$ cat config.mk
export PLATFORM = sky130hd
export DESIGN_NAME = af_setpoint_ctrl
export DESIGN_NICKNAME = d
export VERILOG_FILES = /design/src/rtl/af_setpoint_ctrl.sv
export SDC_FILE = /design/constraint.sdc
export NUM_CORES = 1
export LEC_CHECK = 0
export CAP_MARGIN = 10
export CORE_AREA = 2 2 67 75
export DETAILED_ROUTE_END_ITERATION = 7
export DIE_AREA = 0 0 69 77
export GPL_TIMING_DRIVEN = 0
export HOLD_SLACK_MARGIN = 0.12
export PLACE_DENSITY = 0.43
export SYNTH_ARGS = -nofsm -noshare
export SYNTH_HDL_FRONTEND = slang
export SYNTH_SLANG_ARGS = --single-unit
$ cat constraint.sdc
create_clock -name clk -period 5.1 [get_ports clk]
set_clock_uncertainty 0.15 [all_clocks]
set_input_delay 1.02 -clock clk [delete_from_list [all_inputs] [get_ports clk]]
set_output_delay 1.02 -clock clk [all_outputs]
set_load 0.05 [all_outputs]
$ cat src/rtl/af_setpoint_ctrl.sv
// Amplitude/frequency setpoint controller: rising-edge up/down requests, saturating steps,
// holdoff rate limiting. Define AF_AUTO_DECAY_EN to add idle-time amplitude decay.
module af_setpoint_ctrl #(
  parameter int W            = 4,
  parameter int A_INIT       = 5,
  parameter int F_INIT       = 5,
  parameter int A_MAX        = 2**W - 1,
  parameter int F_MAX        = 2**W - 1,
  parameter int STEP         = 1,
  parameter int HOLDOFF      = 16,
  parameter int DECAY_CYCLES = 1024
) (
  input  logic         clk,
  input  logic         reset,
  input  logic         a_up,
  input  logic         a_down,
  input  logic         f_up,
  input  logic         f_down,
  output logic [W-1:0] A,
  output logic [W-1:0] F,
  output logic         f_zero,
  output logic         af_zero,
  output logic         a_at_max,
  output logic         f_at_max,
  output logic         busy
);

  localparam int            HW        = (HOLDOFF > 1) ? $clog2(HOLDOFF) : 1;
  localparam logic [HW-1:0] HOLD_LOAD = HW'(HOLDOFF - 1);
  localparam logic [W:0]    STEP_X    = (W+1)'(STEP);
  localparam logic [W:0]    A_LIM     = (W+1)'(A_MAX);
  localparam logic [W:0]    F_LIM     = (W+1)'(F_MAX);
  localparam logic [W-1:0]  A_RST     = W'(A_INIT);
  localparam logic [W-1:0]  F_RST     = W'(F_INIT);

  typedef enum logic {IDLE, HOLD} state_t;

  state_t        state, state_nxt;
  logic [HW-1:0] hold_cnt, hold_nxt;
  logic [W-1:0]  a_nxt, f_nxt;
  logic          a_up_q, a_down_q, f_up_q, f_down_q;
  logic          a_up_edge, a_down_edge, f_up_edge, f_down_edge;
  logic          any_edge, accept;

`ifdef AF_AUTO_DECAY_EN
  localparam int            DW         = (DECAY_CYCLES > 1) ? $clog2(DECAY_CYCLES) : 1;
  localparam logic [DW-1:0] DECAY_LAST = DW'(DECAY_CYCLES - 1);
  logic [DW-1:0] decay_cnt, decay_nxt;
`endif

  // Arithmetic is one bit wider than the setpoint so the limit tests cannot wrap.
  function automatic logic [W-1:0] step_up(input logic [W-1:0] x, input logic [W:0] lim);
    logic [W:0] sum;
    sum = {1'b0, x} + STEP_X;
    return (sum > lim) ? lim[W-1:0] : sum[W-1:0];
  endfunction

  function automatic logic [W-1:0] step_down(input logic [W-1:0] x);
    logic [W:0] diff;
    diff = {1'b0, x} - STEP_X;
    return ({1'b0, x} < STEP_X) ? '0 : diff[W-1:0];
  endfunction

  assign a_up_edge   = a_up & ~a_up_q;
  assign a_down_edge = a_down & ~a_down_q;
  assign f_up_edge   = f_up & ~f_up_q;
  assign f_down_edge = f_down & ~f_down_q;
  assign any_edge    = a_up_edge | a_down_edge | f_up_edge | f_down_edge;
  // The last holdoff cycle already accepts edges, so the next update lands HOLDOFF edges later.
  assign accept      = (state == IDLE) || (hold_cnt == '0);

  always_comb begin
    state_nxt = state;
    hold_nxt  = hold_cnt;
    a_nxt     = A;
    f_nxt     = F;
`ifdef AF_AUTO_DECAY_EN
    decay_nxt = decay_cnt;
`endif
    if (state == HOLD && hold_cnt != '0) hold_nxt = hold_cnt - HW'(1);
    if (accept && any_edge) begin
      state_nxt = HOLD;
      hold_nxt  = HOLD_LOAD;
      if (a_up_edge && !a_down_edge)      a_nxt = step_up(A, A_LIM);
      else if (a_down_edge && !a_up_edge) a_nxt = step_down(A);
      if (f_up_edge && !f_down_edge)      f_nxt = step_up(F, F_LIM);
      else if (f_down_edge && !f_up_edge) f_nxt = step_down(F);
`ifdef AF_AUTO_DECAY_EN
      decay_nxt = '0;
`endif
    end else begin
      if (accept) state_nxt = IDLE;
`ifdef AF_AUTO_DECAY_EN
      if (state == IDLE) begin
        if (decay_cnt == DECAY_LAST) begin
          a_nxt     = step_down(A);
          decay_nxt = '0;
        end else begin
          decay_nxt = decay_cnt + DW'(1);
        end
      end
`endif
    end
  end

  always_ff @(posedge clk or negedge reset) begin
    if (!reset) begin
      state    <= IDLE;
      hold_cnt <= '0;
      A        <= A_RST;
      F        <= F_RST;
      a_up_q   <= 1'b0;
      a_down_q <= 1'b0;
      f_up_q   <= 1'b0;
      f_down_q <= 1'b0;
`ifdef AF_AUTO_DECAY_EN
      decay_cnt <= '0;
`endif
    end else begin
      state    <= state_nxt;
      hold_cnt <= hold_nxt;
      A        <= a_nxt;
      F        <= f_nxt;
      a_up_q   <= a_up;
      a_down_q <= a_down;
      f_up_q   <= f_up;
      f_down_q <= f_down;
`ifdef AF_AUTO_DECAY_EN
      decay_cnt <= decay_nxt;
`endif
    end
  end

  assign f_zero   = (F == '0);
  assign af_zero  = (A == '0) && (F == '0);
  assign a_at_max = ({1'b0, A} == A_LIM);
  assign f_at_max = ({1'b0, F} == F_LIM);
  assign busy     = (state == HOLD);

endmodule

### Word level (Yosys, flattened, before mapping)

Index checks and enable logic that the tools add are counted.

| word-level totals | value |
|---|---|
| bits in registers | 17 |
| output and inout bits | 13 |

| cells by class | value |
|---|---|
| bitwise gates (word level) | 12 |
| multiplexer cells | 12 |
| equal/unequal tests | 2 |
| add/sub/neg operators | 5 |
| $lt $le $gt $ge | 4 |
| reductions and logical operators | 22 |

Operator list:

| cell | count |
|---|---|
| $mux W4 | 10 |
| $logic_not A4 Y1 | 3 |
| $sub A4 B1 Y4 const B | 3 |
| $add A4 B1 Y5 const B | 2 |
| $gt A5 B4 Y1 const B | 2 |
| $eq A4 B4 Y1 const B | 2 |
| $lt A4 B1 Y1 const B | 2 |
| $reduce_bool A2 Y1 | 4 |
| $logic_and A1 B1 Y1 | 7 |
| $not A1 Y1 | 5 |
| $and A1 B1 Y1 | 4 |
| $logic_not A1 Y1 | 4 |
| $reduce_and A2 Y1 | 2 |
| $reduce_bool A4 Y1 | 1 |
| $or A1 B1 Y1 | 3 |
| $mux W1 | 2 |
| $logic_or A1 B1 Y1 | 1 |

### Longest topological paths before layout

Gate-level depths: netlist (run 1).

| logic depth | value |
|---|---|
| word-level depth | 7 |
| gate-level depth with buffers | 8 |

### Worst setup path before layout (run 1)

OpenSTA, ideal clock, no wires.

| path | value |
|---|---|
| kind | reg2out |
| start point | register F[1] |
| end point | output af_zero |
| arrival time | 2704 ps |
| data required time | 3930 ps |
| cell stages (with the launch flop) | 5 |
| slack | 1226 ps |
| cell sequence | dfrtp_1 -> inv_1 -> ha_1 -> nor3b_1 -> and3_1 |

| between the ends | value |
|---|---|
| word-level cells in the longest chain between the ends | 2 |

RTL lines:

| element | RTL line | text |
|---|---|---|
| from (decl) | 20 | `output logic [W-1:0] F,` |
| from (signal assigned) | 123 | `F <= f_nxt;` |
| $logic_not A4 Y1 | -- |  |
| via f_zero | 21 | `output logic f_zero,` |
| $logic_and A1 B1 Y1 | 135 | `assign af_zero = (A == '0) && (F == '0);` |
| to (decl) | 22 | `output logic af_zero,` |

The timed path passes the listed nets, and every way through them passes these cells.

### Worst setup path in the final report (run 1)

| path | value |
|---|---|
| start point | register F[1] |
| end point | output af_zero |

| between the ends | value |
|---|---|
| word-level cells in the longest chain between the ends | 2 |

RTL lines:

| element | RTL line |
|---|---|
| $logic_not A4 Y1 | 135 |
| $logic_and A1 B1 Y1 | 135 |

Every way passes these cells.

==> impl_metrics.py, run 1 <==
metrics = {
    "outcome": {
        "status": "finished, final reports clean",
    },
    "routing": {
        "drt-met1-wl_mm": 1.158,
        "dr_wl_met3_um": 59,
        "top_layer_used": "met4",
        "vias_per_cell": 4.963,
        "first_pass_iters": 4,
        "drc": 0,
        "vias": 948,
        "wl_met2_mm": 1.244,
        "wl_per_cell_um": 12.96,
        "routed_wl_mm": 2.475,
        "dr.first_iter.drc_count": 25,
        "antenna_left": 0,
    },
    "grt": {
        "grt_overflow": 0,
        "grt_usage_pct": 9.901,
        "grt_pass1_vias": 938,
        "antenna_found_initial": 0,
        "grt_pass1_wl_mm": 4.319,
        "grt_max_degree": 18,
    },
    "sta": {
        "min_period_ns": 3.341,
        "fin_crit_sh_pct": 65.52,
        "tns_ns": 0,
        "hold_viol_final": 0,
        "rsz0062_at_grt": "false",
        "slew_violations": 0,
        "tightest_slew_ns": 0.8416,
        "setup_viol": 0,
        "max-slew-margin-rel_pct": 43.72,
        "fmax_mhz": 299.3,
    },
    "synthesis": {
        "yosys_warnings": 0,
        "ys_top_cells_by_area": "dfrtp_1, ha_1, dfstp_2",
        "synth_edf_count": 0,
        "ys.flop_type": "dfrtp_1",
        "syn-num-nets": 129,
        "yosys.area.top_type": "dfrtp_1",
        "synth_top_family_by_area": "compound AO/OA/AOI/OAI gates",
        "seq_area_frac_synth_pct": 38.83,
        "syn_area_per_cell_um2": 9.810,
        "syn_area_mm2": 0.001109,
        "synth.distinct_cells": 38,
        "synth-compound-area-share_pct": 23.14,
        "async_flop_share_pct": 100.0,
        "synth_top_area_share_pct": 29.35,
        "synth-seq-cells": 17,
        "syn_inst": 113,
        "synthAdderAreaFrac_pct": 11.29,
        "synthXorXnorAreaFrac_pct": 1.580,
        "synth.area.mux_share_pct": 2.709,
        "synthSimpleGateAreaFrac_pct": 17.04,
    },
    "power_and_ir_drop": {
        "power_frac_seq_pct": 33.0,
        "p_sw_w": 0.0003704,
        "leakage_nw": 0.5859,
        "p_sw_share_pct": 46.72,
        "cell_internal_pwr_w": 0.0004224,
        "pwr-share-clk_pct": 13.5,
        "ir_drop_uv": 190.7,
        "p_per_area_mw_per_mm2": 563.2,
        "power_w": 0.0007928,
        "power_frac_comb_pct": 53.5,
    },
    "floorplanning": {
        "ios": 19,
        "die_w_um": 69,
        "coreArea_mm2": 0.004554,
        "die_h_um": 77,
        "start_util_pct": 24.34,
        "die-area_mm2": 0.005313,
        "rows": 26,
    },
    "setup_path": {
        "worstPathArrival_ns": 2.17,
        "r2r-end": "F[3]",
        "crit_chain": "inv_1 > ha_1 > nor3b_1 > and3_1 > clkdlybuf4s50_1",
        "cpPeakStageDelay_ns": 0.79,
        "r2r_start": "hold_cnt[0]",
        "worstRegToRegCells": 6,
        "worstSetupStartpointType": "flip-flop",
        "crit_type": "flip-flop to output pin",
        "critical_path.max_fanout": 5,
        "slowest_stage": "clkdlybuf4s50_1",
        "worstPathRequired_ns": 3.93,
        "worstSetupEndpointType": "output pin",
        "reg2reg_slack_ns": 2.97,
    },
    "clocking": {
        "hold_buffers": 0,
        "cts_tree": "yes",
        "post_cts_buffers": 0,
        "cts.sinks": 17,
        "cts_max_path_buffers": 2,
        "cts.clk_slew.worst_paths_ns": 0.08,
        "cts_resized": 0,
        "htreeDepth": 1,
        "cts-buffers-inserted": 3,
        "clk_latency_ns": 0.26,
        "cts-root-buf": "clkbuf_8",
    },
    "final_layout": {
        "drive_above_1_share_pct": 11.85,
        "area_delta_synth_final_pct": 26.98,
        "fin_nets": 152,
        "fillers": 496,
        "insertedDiodeCount": 0,
    },
    "placement": {
        "numPortBuffers": 18,
        "hpwl_mm": 1.863,
        "place.gp.congestion": 0.7748,
    },
    "hold_path": {
        "hold_class": "flip-flop to flip-flop",
        "holdPathEnd": "hold_cnt[0]",
        "whs_path_depth": 1,
        "worstHoldStart": "hold_cnt[0]",
    },
    "run": {
        "cap_violations": 0,
    },
}
## state kept, by name, indices dropped and copies added (netlist names)
name	count
A	4
F	4
a_down_q	1
a_up_q	1
busy	1
f_down_q	1
f_up_q	1
hold_cnt	4
## cell usage after synthesis (3+ instances only)
master    instances
dfrtp_1          13
inv_1            13
ha_1             10
nand2b_1          7
a31oi_1           6
and3_1            4
dfstp_2           4
nor2_1            4
o21ai_0           4
a31o_2            3
clkbuf_1          3
mux2i_1           3
nand2_1           3
nand4_1           3
## per-stage QoR
stage / std cells / utilization, % / hold slack (ns) / setup slack (ns) / instance area (µm²)
2_1_floorplan: 113 / - / 0.3579 / 1.226 / 1109
3_3_place_gp: 187 / 29.84 / 0.3763 / 1.900 / 1359
3_5_place_dp: 187 / 29.84 / 0.3984 / 1.895 / 1359
4_1_cts: 191 / 30.91 / 0.4182 / 1.728 / 1408
5_1_grt: 191 / 30.91 / 0.4542 / 1.602 / 1408
6_report: 191 / 30.91 / 0.4077 / 1.759 / 1408
## kinds of logic after synthesis
kind of cell,after synthesis
compound gates,33
simple gates,32
flops,17
buf+inv,16
fa+ha+maj,10
mux,3
xor+xnor,2
## cell type report
| type | count | area, µm² | area share (%) |
|---|---|---|---|
| buffer | 3 | 11.26 | 0.8000 |
| clock buffer | 3 | 41.29 | 2.933 |
| clock inverter | 1 | 7.507 | 0.5333 |
| inverter | 13 | 48.80 | 3.467 |
| multi-input combinational | 80 | 618.1 | 43.91 |
| sequential | 17 | 430.4 | 30.58 |
| tap | 56 | 70.07 | 4.978 |
| timing repair buffer | 18 | 180.2 | 12.80 |
## how the worst max path moves through the flow
stage / from / endpoint / slack [ns] / cells after the start
6_report: F[1] / af_zero / 1.76 / 5
2_1_floorplan: F[1] / af_zero / 1.23 / 4
5_1_grt: F[1] / af_zero / 1.60 / 5
3_3_place_gp: f_up / F[3] / 1.90 / 9
4_1_cts: F[1] / af_zero / 1.73 / 5
3_5_place_dp: a_up / A[3] / 1.90 / 9
## cells in the final DEF (no fill, tap or decap), types with 4 or more instances in the layout
cell type and instances:
o21ai_0 4, dfrtp_1 13, inv_1 13, clkdlybuf4s50_1 18
nand2b_1 7, and3_1 4, a31oi_1 6, ha_1 10
dfstp_2 4, nor2_1 4
## power by group through the flow
stage	Combinational, W	Clock [W]	Sequential (W)
floorplan	0.000218	0	0.000342
global placement	0.000416	0	0.000262
detailed placement	0.000426	0	0.000263
CTS	0.000428	0.000112	0.000262
global route	0.000465	0.000117	0.000274
finish	0.000424	0.000107	0.000261
## metal layers
metal	vias to the layer above	track usage (%)
li1	466	-
met2	15	16.83
met3	2	1.708
met1	465	12.54
met4	0	3.529
met5	-	0
## critical path, delay by kind of cell, from the launching register on
kind                       cells  cell delay, ns
adders and majority gates      1            0.15
buffers and inverters          2            0.90
DFF                            1            0.42
and+or+nand+nor                2            0.44
Note: power is estimated with default switching activity, not from simulation.
==> run 2, diff against run 1 <==
Clock period 5.1 ns to 3.5 ns, I/O delays scaled along.
==> impl_metrics.py, run 2 (same netlist as run 1, synthesis figures left out) <==
metrics = {
    "outcome": {
        "status": "finished, final reports clean",
    },
    "setup_path": {
        "worstSetupEndpointType": "output pin",
        "crit_type": "flip-flop to output pin",
        "worstRegToRegCells": 6,
        "critPathTopFamily": "buffers and inverters",
        "worstPathArrival_ns": 2.15,
        "reg2reg_slack_ns": 1.35,
        "crit_buf_inv": 2,
        "worstPathRequired_ns": 2.65,
        "critical_path.max_fanout": 9,
        "cpPeakStageDelay_ns": 0.69,
        "slowest_stage": "clkdlybuf4s50_1",
        "crit_chain": "inv_1 > ha_1 > nor3b_2 > and3_1 > clkdlybuf4s50_1",
        "r2r-end": "A[0]",
        "r2r_start": "hold_cnt[0]",
        "worstSetupStartpointType": "flip-flop",
    },
    "grt": {
        "grt_usage_pct": 9.270,
        "grt_max_degree": 18,
        "grt_overflow": 0,
        "grt_pass1_vias": 923,
        "grt_pass1_wl_mm": 4.029,
        "antenna_found_initial": 0,
    },
    "final_layout": {
        "fin_util_pct": 30.96,
        "seqCellArea_um2": 430.4,
        "area_delta_synth_final_pct": 27.20,
        "stdcell_count": 191,
        "insertedDiodeCount": 0,
        "reg.largest.list": "A x4, F x4, hold_cnt x4",
        "drive_above_1_share_pct": 12.59,
        "fin_nets": 152,
        "fillers": 494,
        "final_common_cell": "clkdlybuf4s50_1",
        "multi_input_area_um2": 623.1,
        "layout_common_cells": "clkdlybuf4s50_1, dfrtp_1, inv_1, ha_1, nand2b_1",
    },
    "sta": {
        "setup_ws_ns": 0.5012,
        "tightest_slew_ns": 0.8042,
        "setup_viol": 0,
        "tns_ns": 0,
        "rsz0062_at_grt": "false",
        "fmax_mhz": 333.5,
        "min_period_ns": 2.999,
        "slew_violations": 0,
        "fin_crit_sh_pct": 85.68,
        "hold_viol_final": 0,
        "max-slew-margin-rel_pct": 46.22,
    },
    "routing": {
        "vias": 946,
        "vias_per_cell": 4.953,
        "dr_wl_met3_um": 76,
        "first_pass_iters": 3,
        "routed_wl_mm": 2.448,
        "wl_met2_mm": 1.269,
        "dr.first_iter.drc_count": 19,
        "antenna_left": 0,
        "drt-met1-wl_mm": 1.088,
        "wl_per_cell_um": 12.82,
        "top_layer_used": "met4",
        "drc": 0,
    },
    "power_and_ir_drop": {
        "power_frac_comb_pct": 53.4,
        "p_sw_share_pct": 46.39,
        "p_per_area_mw_per_mm2": 812.0,
        "ir_drop_uv": 415.8,
        "cell_internal_pwr_w": 0.0006139,
        "power_w": 0.001145,
        "power_frac_seq_pct": 33.6,
        "p_sw_w": 0.0005311,
        "leakage_nw": 0.5911,
        "pwr-share-clk_pct": 13.0,
    },
    "clocking": {
        "htreeDepth": 1,
        "cts.clk_slew.worst_paths_ns": 0.07,
        "cts_max_path_buffers": 2,
        "cts_tree": "yes",
        "cts-root-buf": "clkbuf_8",
        "clk_latency_ns": 0.25,
        "cts-buffers-inserted": 3,
        "cts.sinks": 17,
        "cts_resized": 0,
        "post_cts_buffers": 0,
        "hold_buffers": 0,
    },
    "hold_path": {
        "whs_path_depth": 1,
        "hold_class": "flip-flop to flip-flop",
        "worstHoldStart": "hold_cnt[0]",
        "holdPathEnd": "hold_cnt[0]",
    },
    "floorplanning": {
        "die_w_um": 69,
        "ios": 19,
        "start_util_pct": 24.34,
        "coreArea_mm2": 0.004554,
        "rows": 26,
        "die_h_um": 77,
        "die-area_mm2": 0.005313,
    },
    "placement": {
        "dp_slack_ns": 0.6144,
        "place.gp.congestion": 0.7764,
        "hpwl_mm": 1.874,
        "numPortBuffers": 18,
        "dpl.cell_count": 187,
    },
    "run": {
        "cap_violations": 0,
    },
}
-- run 2: worst register-to-register path, cell delays in order, from the launching register on --
cell and delay [ns]:
dfrtp_1 0.41, inv_1 0.07, ha_1 0.19, or3b_4 0.40
a32oi_2 0.42, a32oi_1 0.17, o221a_2 0.26
-- run 2: per-stage QoR --
| step | hold WS (ns) | instance area (µm²) |
|---|---|---|
| global placement | 0.3771 | 1364 |
| detailed placement | 0.4020 | 1364 |
| floorplan | 0.2544 | 1114 |
| CTS | 0.4197 | 1410 |
| finish | 0.4100 | 1410 |
| global route | 0.4451 | 1410 |
-- run 2: layer usage --
layer / global-route usage [%] / up-vias
met5: 0 / -
met4: 3.529 / 0
met3: 1.708 / 2
met2: 17.21 / 17
met1: 10.36 / 462
li1: - / 465
-- run 2: worst max path at each step --
| stage | start | to | slack [ns] | depth (start not counted) |
|---|---|---|---|---|
| 4_1_cts | F[0] | af_zero | 0.48 | 5 |
| 3_5_place_dp | a_up | A[3] | 0.61 | 9 |
| 5_1_grt | F[0] | af_zero | 0.41 | 5 |
| 3_3_place_gp | f_up | F[3] | 0.63 | 9 |
| 2_1_floorplan | F[1] | af_zero | 0.51 | 4 |
| 6_report | F[0] | af_zero | 0.50 | 5 |
-- run 2: final cells by class --
cell class                 instances  area share, %
inverter                          13          3.461
sequential                        17          30.52
timing repair buffer              18          12.78
tap                               56          4.969
clock buffer                       3          2.928
clock inverter                     1         0.3549
multi-input combinational         80          44.19
buffer                             3         0.7986
-- run 2: power by group through the flow --
stage	Clock [W]	Combinational (W)	Sequential, W
2_1_floorplan	0	0.000319	0.000501
3_3_place_gp	0	0.000608	0.000384
3_5_place_dp	0	0.000620	0.000388
4_1_cts	0.000157	0.000620	0.000386
5_1_grt	0.000165	0.000670	0.000402
6_report	0.000148	0.000612	0.000385
